File: config.mk
export PLATFORM = sky130hd
export DESIGN_NAME = pu_int_ctrl
export DESIGN_NICKNAME = d
export VERILOG_FILES = /design/src/rtl/pu_int_ctrl_pkg.sv /design/src/rtl/pu_int_ctrl_pin_filter.sv /design/src/rtl/pu_int_ctrl.sv
export SDC_FILE = /design/constraint.sdc
export NUM_CORES = 1
export LEC_CHECK = 0
export ABC_AREA = 1
export ABC_CLOCK_PERIOD_IN_PS = 1000
export CAP_MARGIN = 20
export CORE_AREA = 3 3 69 71
export DETAILED_ROUTE_END_ITERATION = 10
export DIE_AREA = 0 0 72 74
export PLACE_DENSITY_LB_ADDON = 0.08
export SKIP_CTS_REPAIR_TIMING = 1
export SYNTH_ARGS = -nofsm -noshare
export SYNTH_HDL_FRONTEND = slang
export SYNTH_SLANG_ARGS = --single-unit
File: constraint.sdc
create_clock -name clk -period 1 [get_ports clk]
set_input_delay 0.3 -clock clk [delete_from_list [all_inputs] [get_ports clk]]
set_output_delay 0.3 -clock clk [all_outputs]
set_load 0.1 [all_outputs]
File: src/rtl/pu_int_ctrl_pkg.sv
// Shared types for the external interrupt controller: the Int_ctrl_reg layout
// and the exception-request bundle fed into Except_base.
package Pu_interrupt;

  localparam int GIN_WIDTH = 4;
  localparam int CTRL_WIDTH = 32;
  localparam int RSVD_WIDTH = CTRL_WIDTH - 1 - 3 * GIN_WIDTH;

  // Int_ctrl_reg: bits [3:0] mask, [7:4] trigger, [11:8] sense level, [12] doorbell enable.
  typedef struct packed {
    logic [RSVD_WIDTH-1:0] rsvd;
    logic                  doorbell_en;
    logic [GIN_WIDTH-1:0]  gin_sense_level;
    logic [GIN_WIDTH-1:0]  gin_trigger;
    logic [GIN_WIDTH-1:0]  gin_mask;
  } Int_ctrl_reg;

  typedef struct packed {
    logic ext_input;
    logic doorbell;
  } Except_base;

endpackage

File: src/rtl/pu_int_ctrl_pin_filter.sv
// One gin pin: multi-flop synchronizer followed by a stability filter that only
// accepts a new value after it has been seen for FILTER_LEN consecutive cycles.
module pu_int_pin_filter #(
  parameter int SYNC_STAGES = 2,
  parameter int FILTER_LEN  = 2
) (
  input  logic clk,
  input  logic reset,
  input  logic pin,
  output logic filt
);

  localparam int CNT_W = (FILTER_LEN > 1) ? $clog2(FILTER_LEN) : 1;
  localparam logic [CNT_W-1:0] CNT_LAST = CNT_W'(FILTER_LEN - 1);

  logic [SYNC_STAGES-1:0] sync_q, sync_d;
  logic [CNT_W-1:0]       cnt_q, cnt_d;
  logic                   filt_q, filt_d;
  logic                   s;

  assign s = sync_q[SYNC_STAGES-1];

  // NOTE: every variable gets a default at the top of always_comb so no path can infer a latch.
  always_comb begin
    sync_d = {sync_q[SYNC_STAGES-2:0], pin};
    cnt_d  = '0;
    filt_d = filt_q;
    if (s != filt_q) begin
      if (cnt_q == CNT_LAST) begin
        filt_d = s;
      end else begin
        cnt_d = cnt_q + 1'b1;
      end
    end
  end

  // NOTE: state registers use non-blocking assignments so all flops update together at the edge.
  always_ff @(posedge clk) begin
    if (reset) begin
      sync_q <= '0;
      cnt_q  <= '0;
      filt_q <= 1'b0;
    end else begin
      sync_q <= sync_d;
      cnt_q  <= cnt_d;
      filt_q <= filt_d;
    end
  end

  assign filt = filt_q;

endmodule

File: src/rtl/pu_int_ctrl.sv
// External interrupt controller: conditions the gin pins and doorbell events into
// pending bits and raises the ext_input / doorbell exception requests.
module pu_int_ctrl
  import Pu_interrupt::*;
#(
  parameter int SYNC_STAGES = 2,
  parameter int FILTER_LEN  = 2
) (
  input  logic                 clk,
  input  logic                 reset,
  input  logic [31:0]          ctrl,
  input  logic [GIN_WIDTH-1:0] gin,
  input  logic                 doorbell_msg,
  input  logic                 doorbell_clr,
  input  logic [GIN_WIDTH-1:0] pend_clr,
  output logic                 ext_input,
  output logic                 doorbell,
  output logic [GIN_WIDTH-1:0] status
);

  Int_ctrl_reg          ctrl_s;
  Except_base           req;
  logic [GIN_WIDTH-1:0] filt;
  logic [GIN_WIDTH-1:0] filt_q, filt_d;
  logic [GIN_WIDTH-1:0] pend_q, pend_d;
  logic                 db_pend_q, db_pend_d;
  logic [GIN_WIDTH-1:0] act_now, act_prev, edge_det;
  logic                 unused_rsvd;

  assign ctrl_s      = ctrl;
  assign unused_rsvd = ^ctrl_s.rsvd;

  for (genvar i = 0; i < GIN_WIDTH; i++) begin : g_pin
    pu_int_pin_filter #(
      .SYNC_STAGES(SYNC_STAGES),
      .FILTER_LEN (FILTER_LEN)
    ) u_filter (
      .clk  (clk),
      .reset(reset),
      .pin  (gin[i]),
      .filt (filt[i])
    );
  end

  // Both samples use the current trigger, so a trigger change alone never looks like an edge.
  always_comb begin
    act_now   = filt ^ ctrl_s.gin_trigger;
    act_prev  = filt_q ^ ctrl_s.gin_trigger;
    edge_det  = act_now & ~act_prev;
    filt_d    = filt;
    pend_d    = (ctrl_s.gin_sense_level & act_now)
              | (~ctrl_s.gin_sense_level & (edge_det | (pend_q & ~pend_clr)));
    db_pend_d = doorbell_msg | (db_pend_q & ~doorbell_clr);
  end

  always_ff @(posedge clk) begin
    if (reset) begin
      filt_q    <= '0;
      pend_q    <= '0;
      db_pend_q <= 1'b0;
    end else begin
      filt_q    <= filt_d;
      pend_q    <= pend_d;
      db_pend_q <= db_pend_d;
    end
  end

  always_comb begin
    req.ext_input = |(pend_q & ctrl_s.gin_mask);
    req.doorbell  = db_pend_q & ctrl_s.doorbell_en;
  end

  assign ext_input = req.ext_input;
  assign doorbell  = req.doorbell;
  assign status    = pend_q;

endmodule

==> flow_summary.ini <==
[sta]
finalClockSkew_ns = 0.00247
fin_ws_ns = -0.336
fmax_mhz = 748
fin_crit_sh = 1.34
relSlewSlack = 0.848
tightest_slew_ns = 0.228
holdWs_ns = 0.371
hold_viol_final = 0
setup_viol = 6
fin_crit_ns = 1.34
rsz0062_at_grt = yes
maxSlewViolCount = 0

[detailed_routing]
vias_per_cell = 3.99
antenna_left = 0
drt_iter0_drc = 34
wl_um = 2170
drt-pass1-iter-count = 3
num_vias = 949
drc = 0
wl_per_cell_um = 9.13

[final_layout]
fin_util = 0.378
num_antenna_cells = 0
final_common_cell = inv_1
finalNonFillerCells = 238
seq_area_um2 = 517
drive_gt1_frac = 0.204
multi_input_area_um2 = 394
nFillCells = 459
mostFrequentLayoutCells = inv_1 (29), nor2_1 (25), nand2_1 (23)
nets = 231
syn_to_final_growth_pct = 57.3

[die]
ios = 50
rows = 24
die-area_um2 = 5330
core_um2 = 4290
start_util = 0.240
die_y_um = 74
die_x_um = 72

[logic_synthesis]
yosysWarnings = 0
syn_inst = 146
syn_area_per_cell_um2 = 7.06
synthesis.area_um2 = 1030
synth-seq-cells = 25
synth_fp_nets = 190
synth_top_area_cell = dfxtp_1
synth.top_cell.area_share = 0.485
synth_cell_types = 12
synth.yosys.seq_area_share = 0.485
synthTopCellsByArea = dfxtp_1 (49%), inv_1 (11%), nand2_1 (11%)

[critical_path]
crit_path_start_kind = flop
r2r-end = status[3]$_SDFF_PP0_
path_delay_family = flip-flops
r2r_start = status[3]$_SDFF_PP0_
crit_slowest_cell = dfxtp_4
worstSetupPathType = reg -> out
r2r_cells = 6
worstPathBufferInverterCount = 1
crit_required_ns = 0.70
crit_fanout = 2
path_cells = nand2_2 -> nand4_1 -> buf_12
end_kind = output pin
cpPeakStageDelay_ns = 0.35
rrSetupSlack_ns = 0.09
crit_arrival_ns = 1.04

[global_routing]
grt_max_degree = 14
grt_pass1_wl_um = 3730
grt_pass1_vias = 875
antenna_found_initial = 0
grt_overflow = 0
grt_usage = 0.0914

[placement]
gp_congestion = 0.663
place_inst = 233
dp_hpwl_um = 1660
port_buffers = 30

[power_and_ir_drop]
p_total_uw = 2220
power-per-cell-area_nw_per_um2 = 1370
peakVddDrop_mv = 0.559
p_leak_uw = 0.000818

[min_path]
hold_path_end = filt_q[2]$_SDFF_PP0_
hp-start = reset
hp-class = in -> reg
min_path_cells = 3

[clock_tree]
cts_inserted_buffers = 3
clkTransAtPathRegs_ns = 0.09
clk_path_buf_depth = 2
root_buffer = clkbuf_8
cts_tree = yes
clock_sinks = 25
h-tree-depth = 1
clk_latency_ns = 0.27

[status]
violations = setup timing
status = finished, violations left

[flow_run]
max_cap_viol_count = 0
cells in the mapped netlist:
cell type	n
buf_6	2
inv_2	4
dfxtp_1	25
nand3_1	8
o21ai_1	8
a21oi_1	9
inv_1	30
nand4_1	1
nand2_1	29
inv_4	1
nor2_1	25
nand3_2	4
layer usage:
| layer | GRT usage | share of wire | routed length [um] | vias to the layer above |
|---|---|---|---|---|
| met4 | 0.0626 | 0.029 | 63 | 0 |
| met1 | 0.111 | 0.44 | 962 | 406 |
| li1 | - | - | - | 515 |
| met5 | 0 | 0 | 0 | - |
| met2 | 0.146 | 0.47 | 1020 | 23 |
| met3 | 0.0189 | 0.058 | 126 | 5 |
final cells by class:
class,count,share of cell area
clock buffers,4,0.0278
flip-flops and latches,25,0.319
multi-input cells,84,0.243
inverters,35,0.0864
well taps,52,0.0401
repair buffers,38,0.284
per-stage QoR:
stage	TNS (ns)	instance area [um^2]	setup slack (ns)
floorplan	-0.789	1060	-0.728
global placement	-5.62	1510	-0.426
detailed placement	-5.72	1510	-0.430
CTS	-1.77	1560	-0.437
global route	-1.68	1620	-0.386
finish	-1.49	1620	-0.336
worst reg2reg max path, cell delays in order, from the launching register on:
cell	delay, ns
dfxtp_4	0.35
buf_4	0.13
buf_6	0.11
nand2_2	0.05
nand2_1	0.05
nor2_1	0.08
nor2_1	0.05
power breakdown:
group | internal [uW] | leakage (uW) | switching (uW) | total, uW
sequential | 1050 | 0.000208 | 43.5 | 1090
combinational | 242 | 0.000587 | 278 | 520
clock | 286 | 0.0000228 | 324 | 610
total | 1580 | 0.000818 | 645 | 2220
worst max-delay path by stage:
stage,startpoint,endpoint,slack [ns],cells past startpoint
after floorplan,status[1]$_SDFF_PP0_,ext_input,-0.73,2
after CTS,ctrl[3],ext_input,-0.44,4
after detailed placement,ctrl[3],ext_input,-0.43,4
after global placement,ctrl[3],ext_input,-0.43,4
after global routing,status[2]$_SDFF_PP0_,ext_input,-0.39,3
final,status[2]$_SDFF_PP0_,ext_input,-0.34,3
sequential cells by signal, summed over array words and instances, names as in the netlist:
register	count
g_pin.u_filter.filt	4
g_pin.u_filter.sync_q	8
filt_q	4
g_pin.u_filter.cnt_q	4
db_pend_q	1
status	4
cell families (layout without fill, tap and decap cells):
kind of cell | after synthesis | after routing | synth area share
AND/OR/NAND/NOR | 67 | 67 | 0.280
buffers and inverters | 37 | 77 | 0.152
flip-flops | 25 | 25 | 0.485
AO/OA/AOI/OAI | 17 | 17 | 0.0825
Power figures use the tool's default switching activity.
